--- config.mk ---
export PLATFORM = sky130hd
export DESIGN_NAME = voter_record_ram
export DESIGN_NICKNAME = d
export VERILOG_FILES = /design/src/rtl/voter_record_ram_pkg.sv /design/src/rtl/voter_record_ram_flag_mem.sv /design/src/rtl/voter_record_ram.sv
export SDC_FILE = /design/constraint.sdc
export NUM_CORES = 1
export LEC_CHECK = 0
export CORE_MARGIN = 2
export CORE_UTILIZATION = 32
export CTS_CLUSTER_DIAMETER = 150
export DETAILED_ROUTE_END_ITERATION = 8
export SYNTH_ARGS = -nofsm -noshare
export SYNTH_HDL_FRONTEND = slang
export SYNTH_SLANG_ARGS = --single-unit
--- constraint.sdc ---
create_clock -name clk -period 5 [get_ports clk]
set_clock_uncertainty 0.05 [all_clocks]
set_input_delay 1 -clock clk [delete_from_list [all_inputs] [get_ports clk]]
set_output_delay 1 -clock clk [all_outputs]
set_load 0.02 [all_outputs]
--- src/rtl/voter_record_ram_pkg.sv ---
// voter_record_ram_pkg: shared defaults and FSM state encoding for the voter record RAM.
package voter_record_ram_pkg;
    localparam int WORD_SIZE_DEF    = 5;
    localparam int ADDRESS_SIZE_DEF = 4;
    typedef enum logic [2:0] {
        IDLE     = 3'd0,
        LOOKUP   = 3'd1,
        RESP     = 3'd2,
        WAIT_LOW = 3'd3,
        CLEAR    = 3'd4
    } state_t;
endpackage

--- src/rtl/voter_record_ram_flag_mem.sv ---
// voter_flag_mem: {voted flag, ID} array with one sync write port and two sync read ports.
module voter_flag_mem #(
    parameter int WORD_SIZE    = 5,
    parameter int ADDRESS_SIZE = 4
) (
    input  logic                    clk,
    input  logic                    rst,
    input  logic                    i_we,
    input  logic [ADDRESS_SIZE-1:0] i_waddr,
    input  logic [WORD_SIZE:0]      i_wdata,
    input  logic                    i_lk_en,
    input  logic [ADDRESS_SIZE-1:0] i_lk_addr,
    output logic                    o_lk_flag,
    input  logic                    i_rd_en,
    input  logic [ADDRESS_SIZE-1:0] i_rd_addr,
    output logic [WORD_SIZE:0]      o_rd_data
);
    localparam int DEPTH = 2 ** ADDRESS_SIZE;
    logic [WORD_SIZE:0] r_mem [DEPTH];
    // Reads sample the array before this edge's write, so a colliding read returns old data.
    always_ff @(posedge clk or posedge rst) begin
        if (rst) begin
            for (int i = 0; i < DEPTH; i++) r_mem[i] <= '0;
            o_lk_flag <= 1'b0;
            o_rd_data <= '0;
        end else begin
            if (i_we) r_mem[i_waddr] <= i_wdata;
            if (i_lk_en) o_lk_flag <= r_mem[i_lk_addr][WORD_SIZE];
            if (i_rd_en) o_rd_data <= r_mem[i_rd_addr];
        end
    end
endmodule

--- src/rtl/voter_record_ram.sv ---
// voter_record_ram: one-vote-per-voter record store with duplicate detection and clear sweep.
// Define VOTE_COUNT_EN to add the saturating vote_count output.
module voter_record_ram
    import voter_record_ram_pkg::*;
#(
    parameter int WORD_SIZE    = WORD_SIZE_DEF,
    parameter int ADDRESS_SIZE = ADDRESS_SIZE_DEF
) (
    input  logic                    clk,
    input  logic                    rst,
    input  logic                    write,
    input  logic [ADDRESS_SIZE-1:0] valid_voter_address,
    input  logic [WORD_SIZE-1:0]    valid_voter,
    input  logic                    clear_req,
    input  logic                    read_enable,
    input  logic [ADDRESS_SIZE-1:0] read_address,
    output logic                    vote_allowed,
    output logic                    duplicate,
    output logic                    busy,
    output logic                    clear_done,
    output logic [WORD_SIZE:0]      read_data
`ifdef VOTE_COUNT_EN
    ,
    output logic [ADDRESS_SIZE:0]   vote_count
`endif
);
    state_t                  r_state, w_next;
    logic [ADDRESS_SIZE-1:0] r_addr, r_sweep, w_waddr;
    logic [WORD_SIZE-1:0]    r_id;
    logic                    r_pend, w_flag, w_we, w_clear;
    logic [WORD_SIZE:0]      w_wdata;

    assign w_clear      = r_state == CLEAR;
    assign vote_allowed = r_state == RESP && !w_flag;
    assign duplicate    = r_state == RESP && w_flag;
    assign busy         = r_state != IDLE;
    assign clear_done   = w_clear && r_sweep == '1;
    assign w_we         = vote_allowed || w_clear;
    assign w_waddr      = w_clear ? r_sweep : r_addr;
    assign w_wdata      = w_clear ? '0 : {1'b1, r_id};

    always_comb begin
        w_next = r_state;
        case (r_state)
            IDLE:     w_next = (clear_req || r_pend) ? CLEAR : write ? LOOKUP : IDLE;
            LOOKUP:   w_next = RESP;
            RESP:     w_next = WAIT_LOW;
            WAIT_LOW: w_next = write ? WAIT_LOW : IDLE;
            CLEAR:    w_next = (r_sweep == '1) ? IDLE : CLEAR;
            default:  w_next = IDLE;
        endcase
    end

    always_ff @(posedge clk or posedge rst) begin
        if (rst) begin
            r_state <= IDLE;
            r_addr  <= '0;
            r_id    <= '0;
            r_pend  <= 1'b0;
            r_sweep <= '0;
        end else begin
            r_state <= w_next;
            if (r_state == IDLE && w_next == LOOKUP) begin
                r_addr <= valid_voter_address;
                r_id   <= valid_voter;
            end
            // IDLE always services a pending clear, so it is dropped there; CLEAR ignores new requests.
            r_pend  <= (r_state == IDLE) ? 1'b0 : (!w_clear && clear_req) ? 1'b1 : r_pend;
            r_sweep <= w_clear ? r_sweep + 1'b1 : r_sweep;
        end
    end

    voter_flag_mem #(.WORD_SIZE(WORD_SIZE), .ADDRESS_SIZE(ADDRESS_SIZE)) u_mem (
        .clk       (clk),
        .rst       (rst),
        .i_we      (w_we),
        .i_waddr   (w_waddr),
        .i_wdata   (w_wdata),
        .i_lk_en   (r_state == LOOKUP),
        .i_lk_addr (r_addr),
        .o_lk_flag (w_flag),
        .i_rd_en   (read_enable),
        .i_rd_addr (read_address),
        .o_rd_data (read_data)
    );

`ifdef VOTE_COUNT_EN
    always_ff @(posedge clk or posedge rst) begin
        if (rst) vote_count <= '0;
        else if (r_state == IDLE && w_next == CLEAR) vote_count <= '0;
        else if (vote_allowed && !vote_count[ADDRESS_SIZE]) vote_count <= vote_count + 1'b1;
    end
`endif
endmodule
; ---- After elaboration in Yosys (flattened, before gate mapping)
; Cells that the tools add are included.
[totals]
reg_bits = 120
out_inout_bits = 10
word_cells = 68
[classes]
n_addsub = 1
order_cmp = 4
n_eq_ne = 6
mux = 18
bitwise_logic = 3
reduce_logical = 13
[ops]
columns = op, n
row1 = 96-bit bitwise mux, 1
row2 = 6-bit binary-select mux with 4-bit select, 2
row3 = 6-bit 2-to-1 mux, 6
row4 = 6-bit demux with 4-bit select, 1
row5 = "5-bit greater-or-equal comparator, second input constant", 3
row6 = 4-bit NOT with 5-bit output, 3
row7 = 3-bit case mux with 5 select lines, 1
row8 = "3-bit by 1-bit == test with 1-bit output, second input constant", 2
row9 = "3-bit by 2-bit == test with 1-bit output, second input constant", 2
row10 = 1-bit logical AND, 6
row11 = 3-bit 2-to-1 mux, 2
row12 = "5-bit by 1-bit < comparator with 1-bit output, second input constant", 1
row13 = "4-bit by 1-bit adder with 4-bit output, second input constant", 1
row14 = "4-bit == test, second input constant", 1
row15 = 4-bit 2-to-1 mux, 1
row16 = "3-bit == test, second input constant", 1
row17 = 3-bit zero test, 1
row18 = 1-bit 2-to-1 mux, 3
row19 = 3-bit nonzero test, 1
row20 = 1-bit zero test, 2
row21 = 1-bit logical OR, 2
row22 = 2-bit 2-to-1 mux, 1
row23 = 2-bit nonzero test, 1

; ---- Logic depth before layout (Yosys ltp)
; Gate-level depths: netlist (run 1).
[depth]
ltp_word = 8
mapped_depth = 7

; ---- By module
; A second synthesis (run 1) with hierarchy kept.
[hier_totals]
cells_unflattened = 364
hier_area_um2 = 5624.1
[by_module_without_submodules]
columns = mod, instances, cells_per_inst, area_each_um2, seq_area_each_um2
row1 = voter_flag_mem, 1, 301, 4788.3, 2577.5
row2 = voter_record_ram, 1, 63, 835.8, 425.4

; ---- Worst setup path after synthesis (run 1)
; No wires, ideal clock.
[synth_timing]
path_type = input to register
startpoint = in read_address[2]
endpoint = reg u_mem.o_rd_data[1]
setup_time_ns = 0.137
arrival_time_ns = 2.750
t_required_ns = 4.813
setup_slack_ns = 2.063
path_stages = 6
path_buffers = 2
cell_sequence = clkbuf_1 > buf_1 > mux4_2 > mux2_2 > o22ai_1 > a21oi_1
[synth_between]
elab_chain_cells = 4
[synth_rtl]
columns = element, line
row1 = from (decl), voter_record_ram.sv:16  ; input logic [ADDRESS_SIZE-1:0] read_address,
row2 = 4-bit NOT with 5-bit output (not written as such), voter_record_ram_flag_mem.sv:29  ; if (i_rd_en) o_rd_data <= r_mem[i_rd_addr];
row3 = 6-bit binary-select mux with 4-bit select, voter_record_ram_flag_mem.sv:29
row4 = 6-bit 2-to-1 mux (not written as such) (2 in a row), voter_record_ram_flag_mem.sv:29
row5 = to (signal assigned), voter_record_ram_flag_mem.sv:29
row6 = to (decl), voter_record_ram_flag_mem.sv:16  ; output logic [WORD_SIZE:0] o_rd_data
; No other way between the ends. The select of a mux whose other input is x is not followed.
; A chain may end at the register's enable or synchronous reset.

; ---- Worst setup path after layout (run 1)
[layout_timing]
startpoint = reg r_state[0]
endpoint = out clear_done
[layout_between]
elab_chain_cells = 2
[layout_rtl]
columns = element, line
row1 = from (decl), voter_record_ram.sv:27  ; state_t r_state, w_next;
row2 = from (signal assigned), voter_record_ram.sv:62  ; r_state <= w_next;
row3 = 3-bit == test, voter_record_ram.sv:33  ; assign w_clear = r_state == CLEAR;
row4 = 1-bit logical AND, voter_record_ram.sv:37  ; assign clear_done = w_clear && r_sweep == '1;
row5 = to (decl), voter_record_ram.sv:20  ; output logic clear_done,
; No other way between the ends.

==> results of run 1 <==
logic make-up (layout without fill, tap and decap cells):
kind of cell | count (synthesis) | after routing | synth area share [%]
adder cells (fa/ha/maj) | 1 | 1 | 0.2169
flip-flops | 120 | 120 | 52.07
AO/OA/AOI/OAI | 28 | 28 | 3.059
buffers and inverters | 26 | 67 | 2.191
AND/OR/NAND/NOR | 50 | 50 | 7.898
XOR/XNOR | 2 | 2 | 0.3038
multiplexers | 147 | 147 | 34.26
layout by cell type, fill, tap and decap left out, types with 4 or more instances in the layout:
cell	instances
dfrtp_1	120
mux2_2	103
mux4_2	28
clkdlybuf4s50_1	27
clkbuf_16	17
o22ai_1	13
a21oi_1	8
nand4_2	8
mux2_1	8
nand2_1	7
buf_4	7
nor4_4	6
and2_0	5
clkinvlp_4	4
final cells by class:
class | instances | area share [%]
flip-flops and latches | 120 | 43.68
inverters | 1 | 0.09099
well taps | 229 | 4.167
multi-input cells | 228 | 38.53
clock buffers | 21 | 6.697
repair buffers | 34 | 4.695
clock inverters | 11 | 2.147
metal layers:
layer  part of all wire [%]  up-vias  wire (um)  track usage [%]
met3                    3.5       18        438            3.983
li1                       -     1484          -                -
met1                     46     1764       5738            18.41
met5                      0        -          0                0
met2                     49       68       6136            22.77
met4                    1.8        0        231            5.156
worst paths after layout:
path,startpoint,to,slack [ps],cells past startpoint
worst max-delay path,r_state[0],clear_done,1280,4
worst min-delay path,u_mem.r_mem[81],u_mem.r_mem[81],440,1
worst min register to register,u_mem.r_mem[81],u_mem.r_mem[81],440,1
min in group asynchronous,rst,u_mem.r_mem[56],1040,2
max in group asynchronous,rst,u_mem.r_mem[23],2940,3
worst max register to register,r_state[0],u_mem.r_mem[64],1580,4
metrics by stage:
step,instance area [um2],power (mW),setup slack (ps)
CTS,6875,4.479,1256
detailed placement,6267,3.221,1505
finish,6875,4.446,1283
global placement,6267,3.151,1505
floorplan,5767,2.822,764.2
global route,6875,4.702,1125
cell usage after synthesis (all sizes together), types with 2 or more instances:
library cell,number
nand2b,2
nor4,8
dfrtp,120
xnor2,2
nor2,3
mux2i,5
nor3b,3
nor2b,2
mux2,114
a21oi,8
nor3,2
nand4,9
and2,6
mux4,28
o22ai,13
buf,9
nand2,7
clkbuf,16
report_power, final:
part	leakage, nW	switching [mW]	internal [mW]
Clock	0.285	0.435	0.808
Combinational	1.14	0.802	0.776
Sequential	1.57	0.283	1.34
sequential cells by signal, indices dropped and copies added (netlist names):
name,count
u_mem.o_lk_flag,1
u_mem.r_mem,96
r_addr,4
r_id,5
r_pend,1
u_mem.o_rd_data,6
r_sweep,4
r_state,3
worst register-to-register path, delay by kind of cell (launching register included):
kind	cells	cell delay [ps]
simple gates	2	1270
mux	2	1510
flops	1	480
==> flow_metrics.py, run 1 <==
metrics = {
    "pwr": {
        "p_leak_nw": 2.997,
        "ir_drop_mv": 0.2255,
        "powerDensity_mw_per_mm2": 646.6,
    },
    "hold_path": {
        "hold_path.class": "reg -> reg",
    },
    "drt": {
        "vias_per_cell": 5.177,
        "ant_nets": 0,
        "drtIter0Drc": 207,
        "vias": 3334,
        "wl_um": 12540,
        "dr.pass1.iters": 5,
        "drc_errors": 0,
        "avgRoutedWirePerCell_um": 19.48,
    },
    "floorplan": {
        "io_pins": 28,
        "row_count": 49,
        "initial_core_util_pct": 32.32,
        "die_x_um": 138.2,
        "dieArea_mm2": 0.01911,
        "dieHeight_um": 138.2,
        "core_area_mm2": 0.01784,
    },
    "place": {
        "post-dp-hpwl_um": 8846,
        "place_inst": 612,
        "portBuffers": 27,
        "gp_congestion": 0.7658,
    },
    "global_routing": {
        "grt_first_pass_wirelength_um": 20820,
        "grt_start_max_net_pins": 68,
        "antenna_found_initial": 0,
        "overflow": 0,
        "grt_use_total_pct": 14.17,
        "grt_pass1_vias": 3642,
    },
    "finish": {
        "multi_input_area_mm2": 0.002649,
        "fin_cells": 644,
        "area_growth_pct": 19.22,
        "register_area_mm2": 0.003003,
        "fin_util_pct": 38.54,
        "fin_nets": 421,
        "antenna_cells": 0,
        "fill_cells": 1619,
        "drive_gt1_share_pct": 46.51,
    },
    "timing": {
        "min_period_ps": 3717,
        "final_max_slew_viol_count": 0,
        "hold_viol": 0,
        "maxSlewHeadroom_pct": 18.04,
        "setup_viol_count_final": 0,
        "fin_crit_sh_pct": 74.34,
        "tightestPinTransition_ps": 1206,
        "rsz0062_at_grt": "no",
        "hold_slack_ps": 437.2,
        "tns_ps": 0,
        "fmax_ghz": 0.2691,
    },
    "worst_setup_path": {
        "cp_top_family": "buffers and inverters",
        "path_cells": "or3b_1, buf_4, nor2b_1, clkdlybuf4s50_1",
        "cp.buffers_inverters": 2,
        "critPathMaxStageDelay_ps": 710,
        "worstPathRequired_ps": 3950,
        "worstPathArrival_ps": 2670,
        "cp_max_fo": 16,
        "end_kind": "output pin",
        "cp-start-kind": "flop",
        "critPathKind": "reg -> out",
        "critical_path.slowest_cell": "or3b_1",
    },
    "job": {
        "drv_cap": 0,
    },
    "yosys": {
        "synth-edff-count": 0,
        "synth_area_mm2": 0.005767,
        "ys_warn_count": 0,
        "synth_nets": 393,
        "synthCells": 374,
        "synthFlopType": "dfrtp_1",
        "synth_top_area_share_pct": 52.07,
        "synthDistinctLibCells": 43,
        "ys_ff_latch": 120,
        "ys_top_cells_by_area": "dfrtp_1 (52%), mux2_2 (20%), mux4_2 (11%)",
        "ys_async_sr_fraction_pct": 100.0,
        "ys_seq_area_share_pct": 52.07,
        "synth_largest_area_cell": "dfrtp_1",
        "avgSynthCellArea_um2": 15.42,
    },
    "clocking": {
        "cts_made_buffers": 17,
        "clock-sinks": 120,
        "post_cts_resized": 0,
        "htreeDepth": 4,
        "hold_buffers": 0,
        "clockRootBuffer": "clkbuf_16",
        "postCtsSetupRepairBufs": 0,
        "clk_pin_slew_ps": 50,
        "cts_tree": "yes",
        "clk_latency_ps": 420,
        "clock_path_buffers": 2,
    },
    "run_status": {
        "status": "completed",
    },
}
Power figures use the tool's default switching activity.
==> inputs of run 2 (changes only) <==
==> constraint.sdc (replaced) <==
create_clock -name clk -period 3 [get_ports clk]
set_clock_uncertainty 0.05 [all_clocks]
set_input_delay 0.6 -clock clk [delete_from_list [all_inputs] [get_ports clk]]
set_output_delay 0.6 -clock clk [all_outputs]
set_load 0.02 [all_outputs]
==> flow_metrics.py, run 2 (same netlist as run 1, synthesis figures left out) <==
metrics = {
    "worst_setup_path": {
        "critical_path.slowest_cell": "nor4_4",
        "worstPathArrival_ps": 2940,
        "critPathMaxStageDelay_ps": 600,
        "cp-start-kind": "flop",
        "critPathKind": "reg -> reg",
        "end_kind": "flop",
        "worstRegToRegCells": 6,
        "r2r-end": "u_mem.r_mem[31]",
        "path_cells": "or3b_1, buf_4, mux2i_2, buf_4, nor4_4, mux2_2",
        "cp_max_fo": 20,
        "cp_common_cell": "buf_4",
        "worstPathRequired_ps": 3250,
        "rrSetupSlack_ps": 310,
        "r2r_start": "r_state[1]",
    },
    "floorplan": {
        "dieArea_mm2": 0.01911,
        "row_count": 49,
        "core_area_mm2": 0.01784,
        "io_pins": 28,
        "dieHeight_um": 138.2,
        "initial_core_util_pct": 32.32,
        "die_x_um": 138.2,
    },
    "global_routing": {
        "grt_use_total_pct": 14.77,
        "grt_first_pass_wirelength_um": 21430,
        "antenna_found_initial": 0,
        "grt_start_max_net_pins": 30,
        "grt_pass1_vias": 3762,
        "overflow": 0,
    },
    "hold_path": {
        "holdPathStages": 1,
        "min_from": "u_mem.r_mem[79]",
        "hold_path.class": "reg -> reg",
        "min_to": "u_mem.r_mem[79]",
    },
    "finish": {
        "multi_input_area_mm2": 0.002649,
        "reg.largest.list": "u_mem.r_mem x96, u_mem.o_rd_data x6, r_id x5",
        "antenna_cells": 0,
        "drive_gt1_share_pct": 48.84,
        "top_register": "u_mem.r_mem",
        "register_area_mm2": 0.003003,
        "final_common_cell": "dfrtp_1",
        "fill_cells": 1632,
        "largest_reg_flops": 96,
        "layout.cells.most_common_list": "dfrtp_1 (120), mux2_2 (103), mux4_2 (28)",
        "area_growth_pct": 22.24,
        "fin_nets": 436,
    },
    "place": {
        "gp_congestion": 0.7617,
        "portBuffers": 27,
        "post-dp-hpwl_um": 9216,
    },
    "pwr": {
        "p_total_mw": 7.605,
        "ir_drop_mv": 0.4050,
        "powerDensity_mw_per_mm2": 1079,
        "p_leak_nw": 3.106,
    },
    "timing": {
        "setup_viol_count_final": 0,
        "tns_ps": 0,
        "rsz0062_at_grt": "no",
        "tightestPinTransition_ps": 931.2,
        "fmax_ghz": 0.3717,
        "hold_viol": 0,
        "fin_crit_sh_pct": 89.67,
        "final_max_slew_viol_count": 0,
        "min_period_ps": 2690,
        "maxSlewHeadroom_pct": 37.89,
    },
    "clocking": {
        "cts_tree": "yes",
        "clock-sinks": 120,
        "htreeDepth": 4,
        "clockRootBuffer": "clkbuf_16",
        "clk_latency_ps": 420,
        "clk_pin_slew_ps": 60,
        "cts_made_buffers": 17,
        "clock_path_buffers": 2,
    },
    "drt": {
        "wl_um": 13060,
        "drtIter0Drc": 182,
        "ant_nets": 0,
        "drc_errors": 0,
        "vias": 3405,
        "avgRoutedWirePerCell_um": 19.82,
        "dr.pass1.iters": 4,
        "vias_per_cell": 5.167,
    },
    "run_status": {
        "status": "completed",
    },
    "job": {
        "drv_cap": 0,
    },
}
## run 2: cell count changes in the layout (fill, tap and decap cells not counted)
| cell | previous run | this run |
|---|---|---|
| buf_12 | 0 | 3 |
| buf_4 | 7 | 19 |
| bufinv_16 | 3 | 4 |
| clkbuf_1 | 2 | 0 |
| clkbuf_8 | 2 | 0 |
| clkdlybuf4s50_1 | 27 | 26 |
| clkinv_4 | 2 | 3 |
| clkinvlp_4 | 4 | 6 |
| dlymetal6s2s_1 | 0 | 1 |
| inv_4 | 1 | 0 |
| inv_6 | 0 | 1 |
## run 2: worst max path at each step
stage                    startpoint                 end  slack (ps)  cells past startpoint
detailed placement       r_state[1]     u_mem.r_mem[21]         340                      6
floorplan           read_address[2]  u_mem.o_rd_data[1]         460                      6
global placement         r_state[1]     u_mem.r_mem[21]         350                      6
CTS                      r_state[1]          clear_done          40                      4
finish                   r_state[1]     u_mem.r_mem[31]         310                      6
global route             r_state[1]     u_mem.r_mem[22]         200                      6
## run 2: area by class of cell
class                   instances  share of cell area [%]
flip-flops and latches        120                   42.60
well taps                     229                   4.065
repair buffers                 49                   6.745
clock inverters                15                   2.875
multi-input cells             228                   37.58
clock buffers                  17                   6.035
inverters                       1                  0.1065
## run 2: through the flow
stage	setup WS, ps	cell area (um2)	hold slack [ps]	utilization, %	instances
3_5_place_dp	338.0	6419	430.2	35.98	627
6_report	309.8	7049	437.3	39.51	659
3_3_place_gp	347.0	6419	420.2	35.98	627
4_1_cts	36.12	7047	443.2	39.50	659
5_1_grt	197.4	7049	458.5	39.51	659
2_1_floorplan	463.4	5771	408.7	-	374
## run 2: report_power, final
| part | total [mW] | switching [mW] | internal, mW |
|---|---|---|---|
| clock | 2.15 | 0.764 | 1.39 |
| combinational | 2.76 | 1.38 | 1.38 |
| sequential | 2.69 | 0.452 | 2.24 |
| total | 7.60 | 2.60 | 5.01 |
## run 2: critical path, delay by kind of cell (launching register included)
kind / cells / cell delay [ps]
mux: 2 / 570
flops: 1 / 470
simple gates: 2 / 1010
buf+inv: 2 / 450
## run 2: per-layer routing
layer / routed length [um] / track usage (%)
met1: 5906 / 19.19
met2: 6631 / 23.81
met3: 352 / 4.330
met4: 173 / 4.995
met5: 0 / 0
## run 2: repair_timing
item                       CTS  global route
buffers inserted             0             0
gates resized for setup      0             1
hold buffers                 0             0
setup endpoints to repair    0             1
==> inputs of run 3 (changes only) <==
--- a/config.mk
+++ b/config.mk
@@ -7,6 +7,7 @@
 export LEC_CHECK = 0
 export CORE_MARGIN = 2
 export CORE_UTILIZATION = 32
+export CTS_BUF_LIST = sky130_fd_sc_hd__clkbuf_8
 export CTS_CLUSTER_DIAMETER = 150
 export DETAILED_ROUTE_END_ITERATION = 8
 export SYNTH_ARGS = -nofsm -noshare
==> flow_metrics.py, run 3 (same netlist as run 1, synthesis figures left out) <==
metrics = {
    "run_status": {
        "status": "completed",
    },
    "clocking": {
        "clockRootBuffer": "clkbuf_8",
        "clk_pin_slew_ps": 80,
        "clock-sinks": 120,
        "cts_tree": "yes",
        "clk_latency_ps": 460,
        "postCtsSetupRepairBufs": 0,
        "cts_made_buffers": 17,
        "clock_path_buffers": 2,
        "htreeDepth": 4,
    },
    "pwr": {
        "powerDensity_mw_per_mm2": 1028,
        "p_leak_nw": 3.005,
        "ir_drop_mv": 0.3201,
        "p_total_mw": 7.043,
    },
    "timing": {
        "rsz0062_at_grt": "no",
        "setup_viol_count_final": 0,
        "tightestPinTransition_ps": 935.8,
        "tns_ps": 0,
        "fin_crit_sh_pct": 90.09,
        "maxSlewHeadroom_pct": 37.58,
        "hold_viol": 0,
        "fmax_ghz": 0.3700,
        "min_period_ps": 2703,
        "final_max_slew_viol_count": 0,
    },
    "job": {
        "drv_cap": 0,
    },
    "finish": {
        "register_area_mm2": 0.003003,
        "top_register": "u_mem.r_mem",
        "fin_nets": 436,
        "drive_gt1_share_pct": 48.84,
        "fin_util_pct": 38.42,
        "fill_cells": 1651,
        "final_area_mm2": 0.006854,
        "fin_cells": 659,
        "area_growth_pct": 18.85,
        "antenna_cells": 0,
        "largest_reg_flops": 96,
        "multi_input_area_mm2": 0.002649,
        "layout.cells.most_common_list": "dfrtp_1 (120), mux2_2 (103), mux4_2 (28)",
        "reg.largest.list": "u_mem.r_mem x96, u_mem.o_rd_data x6, r_id x5",
        "final_common_cell": "dfrtp_1",
    },
    "worst_setup_path": {
        "cp-start-kind": "flop",
        "end_kind": "output pin",
        "r2r_start": "r_state[1]",
        "rrSetupSlack_ps": 310,
        "path_cells": "or3b_1, buf_4, nor2b_1, dlygate4sd2_1",
        "r2r-end": "u_mem.r_mem[31]",
        "worstPathRequired_ps": 2350,
        "critPathMaxStageDelay_ps": 480,
        "critical_path.slowest_cell": "dfrtp_1",
        "cp_max_fo": 20,
        "critPathKind": "reg -> out",
        "crit_path_end": "clear_done",
        "startpoint": "r_state[1]",
        "worstPathArrival_ps": 2050,
        "worstRegToRegCells": 6,
    },
    "floorplan": {
        "initial_core_util_pct": 32.32,
        "die_x_um": 138.2,
        "row_count": 49,
        "dieArea_mm2": 0.01911,
        "dieHeight_um": 138.2,
        "io_pins": 28,
        "core_area_mm2": 0.01784,
    },
    "drt": {
        "wl_um": 12780,
        "avgRoutedWirePerCell_um": 19.39,
        "vias_per_cell": 5.088,
        "vias": 3353,
        "drc_errors": 0,
        "dr.pass1.iters": 4,
        "drtIter0Drc": 211,
        "ant_nets": 0,
    },
    "global_routing": {
        "overflow": 0,
        "grt_first_pass_wirelength_um": 21180,
        "grt_start_max_net_pins": 30,
        "grt_use_total_pct": 14.45,
        "grt_pass1_vias": 3671,
        "antenna_found_initial": 0,
    },
    "hold_path": {
        "hold_path.class": "reg -> reg",
    },
    "place": {
        "place_inst": 627,
        "portBuffers": 27,
        "post-dp-hpwl_um": 9216,
        "dpl_cell_area_mm2": 0.006419,
        "gp_congestion": 0.7617,
    },
}
[run 3: how the worst min path moves through the flow]
stage	startpoint	end	slack (ps)	cells after the start
3_3_place_gp	u_mem.r_mem[82]	u_mem.r_mem[82]	420	1
5_1_grt	u_mem.r_mem[24]	u_mem.r_mem[24]	460	1
6_report	u_mem.r_mem[80]	u_mem.r_mem[80]	440	1
2_1_floorplan	u_mem.r_mem[36]	u_mem.r_mem[36]	410	1
3_5_place_dp	u_mem.r_mem[79]	u_mem.r_mem[79]	430	1
4_1_cts	u_mem.r_mem[82]	u_mem.r_mem[82]	450	1
[run 3: final cells by class]
type                    instances  area share, %
clock buffers                  17          3.414
clock inverters                15          2.957
inverters                       1         0.1095
multi-input cells             228          38.65
flip-flops and latches        120          43.81
well taps                     229          4.180
repair buffers                 49          6.882
[run 3: critical path: cells and delay by family (launching register included)]
kind	cells	cell delay (ps)
buffers and inverters	2	570
DFF	1	480
and+or+nand+nor	2	540
[run 3: what timing repair did]
action                     in CTS  in global routing
gates resized for setup         1                  0
hold endpoints to repair        0                  0
hold buffers                    0                  0
setup endpoints to repair       1                  0
[run 3: routing by layer]
layer / vias up / track usage (%) / part of all wire (%)
met3: 15 / 3.325 / 2.5
met1: 1774 / 19.30 / 46
met4: 0 / 5.317 / 1.6
met5: - / 0 / 0
met2: 45 / 23.16 / 49
li1: 1519 / - / -
[run 3: power by group]
part           switching (mW)  total (mW)  internal [mW]
Clock                   0.704        1.61          0.905
Combinational            1.37        2.75           1.38
Sequential              0.450        2.68           2.23
[run 3: through the flow]
step | setup slack (ps) | hold WS, ps
3_5_place_dp | 338.0 | 430.2
5_1_grt | 154.9 | 462.8
6_report | 297.3 | 444.4
3_3_place_gp | 347.0 | 420.2
4_1_cts | 256.5 | 447.5
2_1_floorplan | 463.4 | 408.7
